File: src/rtl/cut_sequencer.sv
// rtl/cut_sequencer.sv - issues a counted run of cut commands with settle gaps between cuts
// Optional feature: define CUT_TIMEOUT_EN to bound the wait for each cut to end.
module cut_sequencer #(
  parameter int CNT_W          = 8,
  parameter int SETTLE_CYCLES  = 50,
  parameter int TIMEOUT_CYCLES = 1000000
) (
  input  logic             clk,
  input  logic             rst_n,
  input  logic             start_i,
  input  logic [CNT_W-1:0] num_cuts_i,
  input  logic             abort_i,
  output logic             cut_o,
  input  logic             cut_end_i,
  output logic             busy_o,
  output logic             done_o,
  output logic [CNT_W-1:0] cuts_done_o,
  output logic             error_o
);

  localparam logic [2:0] IDLE     = 3'd0;
  localparam logic [2:0] ISSUE    = 3'd1;
  localparam logic [2:0] WAIT_END = 3'd2;
  localparam logic [2:0] SETTLE   = 3'd3;
  localparam logic [2:0] FINISH   = 3'd4;
  localparam logic [2:0] ERR      = 3'd5;

  localparam int               SET_W    = (SETTLE_CYCLES > 1) ? $clog2(SETTLE_CYCLES) : 1;
  localparam logic [SET_W-1:0] SET_LAST = SET_W'((SETTLE_CYCLES > 0) ? SETTLE_CYCLES - 1 : 0);

  logic [2:0]       state;
  logic [CNT_W-1:0] num_cuts_q;
  logic [CNT_W-1:0] cuts_done_q;
  logic [SET_W-1:0] settle_cnt;
  logic             cut_end_q;
  logic             cut_rise;
  logic             last_cut;

`ifdef CUT_TIMEOUT_EN
  localparam int              TO_W    = (TIMEOUT_CYCLES > 1) ? $clog2(TIMEOUT_CYCLES) : 1;
  localparam logic [TO_W-1:0] TO_LAST = TO_W'((TIMEOUT_CYCLES > 0) ? TIMEOUT_CYCLES - 1 : 0);

  logic [TO_W-1:0] to_cnt;
  logic            error_q;

  assign error_o = error_q;
`else
  // Constant 0: the timeout length only matters when the timeout is built in.
  assign error_o = (TIMEOUT_CYCLES < 0);
`endif

  assign cut_rise    = cut_end_i & ~cut_end_q;
  assign last_cut    = (cuts_done_q + CNT_W'(1)) == num_cuts_q;
  assign cut_o       = (state == ISSUE) || (state == WAIT_END);
  assign busy_o      = (state == ISSUE) || (state == WAIT_END) || (state == SETTLE) || (state == FINISH);
  assign done_o      = (state == FINISH);
  assign cuts_done_o = cuts_done_q;

  always_ff @(posedge clk or negedge rst_n) begin
    if (!rst_n) begin
      state       <= IDLE;
      num_cuts_q  <= '0;
      cuts_done_q <= '0;
      settle_cnt  <= '0;
      cut_end_q   <= 1'b0;
`ifdef CUT_TIMEOUT_EN
      to_cnt      <= '0;
      error_q     <= 1'b0;
`endif
    end else begin
      cut_end_q <= cut_end_i;
      // Abort outranks any start or cut-end seen in the same cycle.
      if (abort_i && (state != IDLE)) begin
        state <= IDLE;
      end else begin
        case (state)
          IDLE, ERR: begin
            if (start_i && !abort_i) begin
              num_cuts_q  <= num_cuts_i;
              cuts_done_q <= '0;
`ifdef CUT_TIMEOUT_EN
              error_q     <= 1'b0;
`endif
              state <= (num_cuts_i == '0) ? FINISH : ISSUE;
            end
          end
          ISSUE: begin
            state <= WAIT_END;
`ifdef CUT_TIMEOUT_EN
            to_cnt <= '0;
`endif
          end
          WAIT_END: begin
            if (cut_rise) begin
              cuts_done_q <= (cuts_done_q == '1) ? cuts_done_q : cuts_done_q + CNT_W'(1);
              settle_cnt  <= '0;
              if (last_cut)
                state <= FINISH;
              else
                state <= (SETTLE_CYCLES == 0) ? ISSUE : SETTLE;
            end
`ifdef CUT_TIMEOUT_EN
            else if (to_cnt == TO_LAST) begin
              error_q <= 1'b1;
              state   <= ERR;
            end else begin
              to_cnt <= to_cnt + TO_W'(1);
            end
`endif
          end
          SETTLE: begin
            if (settle_cnt == SET_LAST)
              state <= ISSUE;
            else
              settle_cnt <= settle_cnt + SET_W'(1);
          end
          FINISH:  state <= IDLE;
          default: state <= IDLE;
        endcase
      end
    end
  end

endmodule

File: config.mk
export PLATFORM = sky130hd
export DESIGN_NAME = cut_sequencer
export DESIGN_NICKNAME = d
export VERILOG_FILES = /design/src/rtl/cut_sequencer.sv
export SDC_FILE = /design/constraint.sdc
export NUM_CORES = 1
export LEC_CHECK = 0
export ABC_CLOCK_PERIOD_IN_PS = 1800
export CORE_MARGIN = 2
export CORE_UTILIZATION = 30
export CTS_BUF_LIST = sky130_fd_sc_hd__clkbuf_4 sky130_fd_sc_hd__clkbuf_8
export DETAILED_ROUTE_END_ITERATION = 8
export MAX_ROUTING_LAYER = met4
export PLACE_DENSITY_LB_ADDON = 0.15
export REMOVE_ABC_BUFFERS = 1
export SYNTH_ARGS = -nofsm -noshare
export SYNTH_HDL_FRONTEND = slang
export SYNTH_SLANG_ARGS = --single-unit
export TNS_END_PERCENT = 30
File: constraint.sdc
create_clock -name clk -period 1.8 [get_ports clk]
set_input_delay 0.45 -clock clk [delete_from_list [all_inputs] [get_ports clk]]
set_output_delay 0.45 -clock clk [all_outputs]
set_load 0.005 [all_outputs]
[Word level (Yosys, flattened, before mapping)]
Index checks and enable logic that the tools add are counted.
Storage, ports and cells
  register bits after elaboration: 26
  logic and storage cells: 55
Cells by class
  $add $sub $neg: 2
  eq/ne operators: 15
  muxes and demuxes: 14
  bitwise gates (word level): 3
  reductions and logical operators: 16
Operator list (number)
  $mux 8: 3
  $mux 3: 6
  $pmux 8 s2: 1
  $mux 6: 2
  $pmux 3 s4: 1
  $pmux 6 s2: 1
  $add 8x1->8 const B: 1
  $eq 8x8->1: 1
  $eq 8x8->1 const B: 1
  $logic_not 8->1: 1
  $ne 2x2->1 const B: 4
  $add 6x1->6 const B: 1
  $eq 3x2->1 const B: 2
  $eq 3x3->1 const B: 2
  $eq 6x6->1 const B: 1
  $reduce_and 3->1: 2
  $reduce_and 5->1: 1
  $reduce_and 4->1: 1
  $reduce_bool 2->1: 2
  $eq 3x1->1 const B: 1
  $logic_not 3->1: 1
  $logic_or 1x1->1: 3
  $ne 3x1->1 const B: 1
  $ne 3x2->1 const B: 1
  other kinds (7): 9

[Logic depth before layout (Yosys ltp)]
Gate-level depths: netlist of run 1.
  word-level depth: 6
  depth in mapped cells: 7
  gate-level depth less buffers: 7

[Worst setup path before layout of run 1]
No wires, ideal clock.
  path kind: reg2reg
  start: register cuts_done_q[0] (netlist: cuts_done_o[0])
  end: register state[1]
  library setup time: 0.150 ns
  data arrival time: 1.731 ns
  required time: 1.650 ns
  path slack: -0.081 ns
  cell stages (with the launch flop): 8
  path buffers: 1
  clock period less this slack: 1.881 ns
  cells stage by stage: dfrtp_1 -> ha_1 -> clkbuf_2 -> xor2_1 -> o2111ai_1 -> o21ai_0 -> nor4_1 -> a311oi_1
On the way
  word-level cells in the longest chain between the ends: 6
Ends and longest elaborated chain
  start: declaration: line 33  | logic [CNT_W-1:0] cuts_done_q;
  start signal: assignment: line 95  | cuts_done_q <= (cuts_done_q == '1) ? cuts_done_q : cuts_done_q + CNT_W'(1);
  $add 8x1->8: line 53  | assign last_cut = (cuts_done_q + CNT_W'(1)) == num_cuts_q;
  $eq 8x8->1: line 53
  $mux 3: line 97  | if (last_cut)
  $mux 3: line 94  | if (cut_rise) begin
  $pmux 3 s4: line 76  | case (state)
  $mux 3: line 73  | if (abort_i && (state != IDLE)) begin
  end signal: assignment: line 84  | state <= (num_cuts_i == '0) ? FINISH : ISSUE;
  end signal: assignment: line 100  | state <= (SETTLE_CYCLES == 0) ? ISSUE : SETTLE;
  end: declaration: line 31  | logic [2:0] state;
No other way between the ends. The select of a mux whose other input is x is not followed.
A chain may end at the register's enable or synchronous reset.

[Worst setup path in the final report of run 1]
  start: register state[1]
  end: register cuts_done_q[5] (netlist: cuts_done_o[5])
On the way
  word-level cells in the longest chain between the ends: 4
  elaborated cells on any way between the ends: 13
Ends and longest elaborated chain (line)
  $eq 3x3->1, or another cell as far along: 76
  $reduce_or 2->1 or $logic_and 1x1->1 (tied branches): 76, 73
  $ne 2x2->1 (no line), or another cell as far along
  $reduce_and 5->1 (no line)
Parallel ways exist; a longest one is shown, timed or not.

==> summary.txt, run 1 <==
status = finished, violations left
failing checks = negative setup slack
RePlAce Congestion = 0.8481
CP cell instances = buf_6 > and3b_1 > nand2_1 > a21o_1 > or3_4 > buf_6 > o31ai_2
Worst EP arrival = 1.99 ns
fin crit period = 1.808 ns
CP max stage delay = 0.44 ns
CP Capture Type = flop
layout cell share with drive strength beyond 1 = 0.3776
clk sink count = 26
final std cells w/o fill = 313
Post-CTS Hold Fix Bufs = 0
post-synth top area cell = dfrtp_1
Async SR Flop Fraction = 1.000
detailed-route vias per instance = 5.125
crit-path leading delay family = simple AND/OR/NAND/NOR gates
clk root buf = clkbuf_8
I/O pin count = 25
largest net degree at the start of global routing = 27
DR DRC count = 0
r2r setup slk = -0.008 ns
via count = 1604
GRT Util Overall = 0.1612
Final Cycle Share = 1.004
Min-Delay Path Depth = 2
drt total wl = 4644 um
gr busiest metal = met2
# port buffers = 23
Area growth syn-to-layout = 47.72%
Hold Crit Class = in -> reg
vias in the first global route = 1588
f_max = 553.2 MHz
std cell rows = 27
Setup Skew = 0.004771 ns
startpoint types = flop
Final Hold Fails = 0
Synth Instances = 180
Die Height = 79.26 um
worst reg2reg path depth = 7
GR Util met1 = 0.1984
Critical path buffers and inverters = 2
GR Overflow Total = 0
placed instance count = 296
TritonRoute pass-1 iters = 4
pwr dens = 732.2 nW/um2
CTS Buf Count = 3
sequential fraction of the synthesis area = 0.3829
Hold WS = 0.5124 ns
cell leakage power = 1.108 nW
EDFF count, synth = 0
first-pass GRT wire length = 7776 um
Yosys top cell area share = 0.3829
setup repair after global routing missed its margin = true
syn avg cell area = 9.440 um2
Synth area leaders = dfrtp_1 (38%), xnor2_1 (5.7%), mux2_2 (5.3%), nor2_1 (4.6%), o21ai_0 (2.7%)
r2r endpoint = cuts_done_o[5]
Clock Latency Late Sink = 0.27 ns
Starting Density = 0.3105
Setup Viol. Count Final = 1
worst-path fanout max = 5
Antenna Nets Post-Route = 0
Synth warnings = 0
post-route setup slack = -0.007549 ns
distinct cell type count of the synthesized netlist = 53
count leader, synth = dfrtp_1
Routed WL per cell = 14.84 um
# fillers = 540
fin area = 2510 um2
DP Area = 2208 um2
initial antenna violation count = 0
met3 usage = 0.03182
clk slew on worst S/H paths = 0.09 ns
met2 GRT Util = 0.2729
Critical-path top delay cell = dfrtp_2
TritonCTS clock tree = built
detailed placement HPWL = 3365 um
total negative setup slack = -0.007549 ns
DR iter-0 viols = 74
Hold Crit Start = cut_end_i
critical path's most frequent cell = buf_6
Yosys reg bits = 26
Worst EP required = 1.98 ns
H-tree depth = 1
Antenna Diode Count = 0
Max clock buf depth = 2
most frequent cells after synthesis = dfrtp_1 (26), nor2_1 (21), xnor2_1 (11)
Setup CP Type = reg -> reg
Worst R2R Start = state[1]
Final #Nets = 258
Top FF cell, synth = dfrtp_1
die area = 6281 um2
synthesized area = 1699 um2
hold worst-path end = cut_end_q
VDD IR-drop max = 0.3667 mV
max-slew violations = 0
Die W = 79.26 um
core box area = 5473 um2
Max Cap Viol = 0
-- cell usage in the layout, fill, tap and decap left out, types with 4 or more instances in the layout --
cell type	netlist	final
o21ai_1	0	5
buf_6	0	6
nand2_1	8	8
buf_4	4	38
dfrtp_1	26	18
nor2_1	21	18
o21ai_0	9	4
clkbuf_8	0	4
xor2_1	5	5
dfrtp_2	0	8
a21oi_1	5	5
nand3_1	4	4
inv_1	4	4
nor3_1	6	6
mux2_2	8	8
xnor2_1	11	10
clkdlybuf4s50_1	0	15
-- final cells by class --
| type | count | area, um2 | area share |
|---|---|---|---|
| Clock buffer | 4 | 55.05 | 0.02193 |
| Inverter | 4 | 15.01 | 0.005982 |
| Multi-Input combinational cell | 139 | 1100 | 0.4382 |
| Sequential cell | 26 | 660.6 | 0.2632 |
| Tap cell | 72 | 90.09 | 0.03589 |
| Timing Repair Buffer | 68 | 589.3 | 0.2348 |
-- per-layer routing --
metal	part of all wire	vias to the layer above
met1	0.44	789
met3	0.034	6
met5	0	-
met4	0.013	0
met2	0.51	32
li1	-	777
-- worst reg2reg max path, cell delays in order (launching register included) --
cell and delay (ns):
dfrtp_2 0.44, buf_6 0.13, and3b_1 0.23, nand2_1 0.07, a21o_1 0.17, or3_4 0.35, buf_6 0.15, o31ai_2 0.18
-- what timing repair did --
| action | 4_1_cts | 5_1_grt |
|---|---|---|
| setup endpoints to repair | 16 | 26 |
| setup buffers | 10 | 3 |
| pin swaps | 6 | 4 |
| gates resized for setup | 28 | 27 |
-- kinds of logic (layout without fill, tap and decap cells) --
family | Yosys count | count (layout) | share of synthesized area
and+or+nand+nor | 69 | 69 | 0.2209
AOI/OAI and AO/OA | 42 | 42 | 0.1900
DFF | 26 | 26 | 0.3829
xor gates and xnor gates | 16 | 16 | 0.08247
buffers and inverters | 15 | 76 | 0.04638
muxes | 8 | 8 | 0.05302
adders and majority gates | 3 | 3 | 0.02209
other | 1 | 1 | 0.002207
-- per-stage QoR --
| stage | utilization | setup WS [ns] | power, mW |
|---|---|---|---|
| final | 0.4586 | -0.007549 | 1.838 |
| after global routing | 0.4586 | -0.09388 | 1.958 |
| after CTS | 0.4396 | -0.01045 | 1.817 |
| after detailed placement | 0.4035 | -0.4026 | 1.372 |
| after global placement | 0.4035 | -0.3748 | 1.357 |
| after floorplan | - | -0.03671 | 1.113 |
-- power by group --
| group | internal (mW) | switching, mW |
|---|---|---|
| Clock | 0.196 | 0.189 |
| Sequential | 0.684 | 0.0915 |
| Combinational | 0.375 | 0.302 |
| Total | 1.25 | 0.583 |
-- flip-flops by register name (all words and copies together), names as in the netlist --
name	cells
settle_cnt	6
num_cuts_q	8
cuts_done_o	8
cut_end_q	1
state	3
-- worst max-delay path by stage --
stage                        start        endpoint  slack, ns  depth (start not counted)
finish                    state[1]  cuts_done_o[5]     -0.008                          7
global route              state[1]  cuts_done_o[5]      -0.09                          7
CTS                  num_cuts_i[1]        state[0]      -0.01                          7
detailed placement         start_i  cuts_done_o[6]      -0.40                          6
global placement           start_i  cuts_done_o[6]      -0.37                          6
floorplan           cuts_done_o[0]        state[1]      -0.04                          6
(Power assumes the default switching activity.)
==> run 2, diff against run 1 <==
--- a/config.mk
+++ b/config.mk
@@ -7,7 +7,7 @@
 export LEC_CHECK = 0
 export ABC_CLOCK_PERIOD_IN_PS = 1800
 export CORE_MARGIN = 2
-export CORE_UTILIZATION = 30
+export CORE_UTILIZATION = 48
 export CTS_BUF_LIST = sky130_fd_sc_hd__clkbuf_4 sky130_fd_sc_hd__clkbuf_8
 export DETAILED_ROUTE_END_ITERATION = 8
 export MAX_ROUTING_LAYER = met4
==> run 2 against run 1 <==
  * The flow still finishes with violations (negative setup slack)
  * Flip-flop and latch count stayed put
  * Critical path depth is 1 lower
  * Final cell count is 11% lower
  * Die area is 36% lower
  * Register-to-register slack worse by 0.03 ns
  * Via count is 2.7% lower
  * Sequential share of layout area is 1.2 points higher
  * Critical endpoint is now cuts_done_o[6]
==> summary.txt, run 2 (synthesis gave the netlist of run 1 again) <==
status = finished, violations left
failing checks = negative setup slack
CP max stage delay = 0.48 ns
Antenna Diode Count = 0
cell leakage power = 1.055 nW
clk sink count = 26
TritonRoute pass-1 iters = 4
worst reg2reg path depth = 6
met2 GRT Util = 0.3711
fin crit period = 1.837 ns
Setup Viol. Count Final = 5
core box area = 3363 um2
Starting Density = 0.5052
Routed WL per cell = 15.60 um
crit path to = cuts_done_o[6]
VDD IR-drop max = 0.5671 mV
gr busiest metal = met2
Die W = 63.50 um
max-slew violations = 0
most common cell after layout, fill and taps aside = buf_4
Worst EP arrival = 2.10 ns
clk slew on worst S/H paths = 0.16 ns
H-tree depth = 1
Final Hold Fails = 0
Area growth syn-to-layout = 40.79%
std cell rows = 21
I/O pin count = 25
# port buffers = 23
Worst R2R Start = state[1]
Max clock buf depth = 2
CTS Buf Count = 3
total negative setup slack = -0.09672 ns
layout cell share with drive strength beyond 1 = 0.3362
DR DRC count = 0
Antenna Nets Post-Route = 0
DR iter-0 viols = 108
Setup CP Type = reg -> reg
Hold Crit Class = in -> async
CP Capture Type = flop
Post-CTS Hold Fix Bufs = 0
f_max = 544.2 MHz
largest net degree at the start of global routing = 27
r2r endpoint = cuts_done_o[6]
Max Cap Viol = 0
RePlAce Congestion = 0.9381
vias in the first global route = 1573
die area = 4032 um2
total power = 1.821 mW
GRT Util Overall = 0.2263
post-route setup slack = -0.03744 ns
r2r setup slk = -0.04 ns
pwr dens = 761.2 nW/um2
worst-path fanout max = 6
detailed-route vias per instance = 5.615
# fillers = 294
first-pass GRT wire length = 7100 um
detailed placement HPWL = 3033 um
Hold WS = 0.4416 ns
commonest non-fill, non-tap cells in the layout = buf_4 (29), nor2_1 (19), dfrtp_1 (19), clkdlybuf4s50_1 (14), xnor2_1 (11)
startpoint types = flop
Final #Nets = 249
GR Overflow Total = 0
met3 usage = 0.01786
CP cell instances = buf_4 > and3b_1 > nand2_1 > a21o_1 > or3_4 > o41ai_2
Critical-path top delay cell = dfrtp_2
initial antenna violation count = 0
TritonCTS clock tree = built
CP Launch Point = state[1]
Final Cycle Share = 1.021
setup repair after global routing missed its margin = true
clk root buf = clkbuf_4
Clock Latency Late Sink = 0.35 ns
Setup Skew = 0.02051 ns
drt total wl = 4338 um
via count = 1561
Die Height = 63.50 um
GR Util met1 = 0.2950
Worst EP required = 2.07 ns
run 2: cell count changes in the layout (fill, tap and decap cells not counted), moves of 3 or more:
cell / previous run / this run
buf_4: 38 / 29
clkbuf_2: 3 / 0
clkbuf_4: 0 / 3
clkbuf_8: 4 / 0
o31ai_1: 3 / 0
run 2: repair_timing:
action | CTS | global route
pin swaps | 2 | 4
endpoints found under the setup margin | 16 | 21
gates resized for setup | 24 | 24
setup buffers | 8 | 1
run 2: how the worst min path moves through the flow:
stage,start,endpoint,slack (ns),cells past startpoint
after floorplan,rst_n,cut_end_q,0.15,0
after global placement,num_cuts_q[1],num_cuts_q[1],0.52,1
after detailed placement,num_cuts_q[7],num_cuts_q[7],0.53,1
after CTS,rst_n,cuts_done_o[6],0.46,2
after global routing,rst_n,cuts_done_o[5],0.49,2
final,rst_n,cuts_done_o[5],0.44,2
run 2: final cells by class:
type                            instances  area [um2]  share of cell area
Sequential cell                        26       659.4              0.2756
Multi-Input combinational cell        139        1076              0.4498
Tap cell                               46       57.56             0.02406
Timing Repair Buffer                   59       531.8              0.2223
Inverter                                4       15.01            0.006276
Clock inverter                          1       30.03             0.01255
Clock buffer                            3       22.52            0.009414
run 2: critical path, delay by kind of cell, from the launching register on:
kind | cells | cell delay, ns
DFF | 1 | 0.48
and+or+nand+nor | 3 | 0.70
buffers and inverters | 1 | 0.17
AOI/OAI and AO/OA | 2 | 0.42
run 2: layer usage:
| layer | share of wire | wire, um | vias up |
|---|---|---|---|
| li1 | - | - | 762 |
| met1 | 0.47 | 2051 | 760 |
| met2 | 0.48 | 2070 | 33 |
| met3 | 0.035 | 152 | 6 |
| met4 | 0.015 | 64 | 0 |
| met5 | 0 | 0 | - |
run 2: per-stage QoR:
step | util | instance area, um2 | setup slack (ns) | std cells
after floorplan | - | 1635 | -0.03671 | 169
after global placement | 0.6358 | 2138 | -0.3491 | 265
after detailed placement | 0.6358 | 2138 | -0.3887 | 265
after CTS | 0.6812 | 2291 | -0.06582 | 277
after global routing | 0.7113 | 2392 | -0.1094 | 278
final | 0.7113 | 2392 | -0.03744 | 278
run 2: power by group:
group	leakage, nW	total [mW]	internal, mW	switching [mW]
Combinational	0.700	0.614	0.339	0.275
Clock	0.0279	0.421	0.226	0.195
Sequential	0.327	0.786	0.682	0.103
Total	1.06	1.82	1.25	0.573
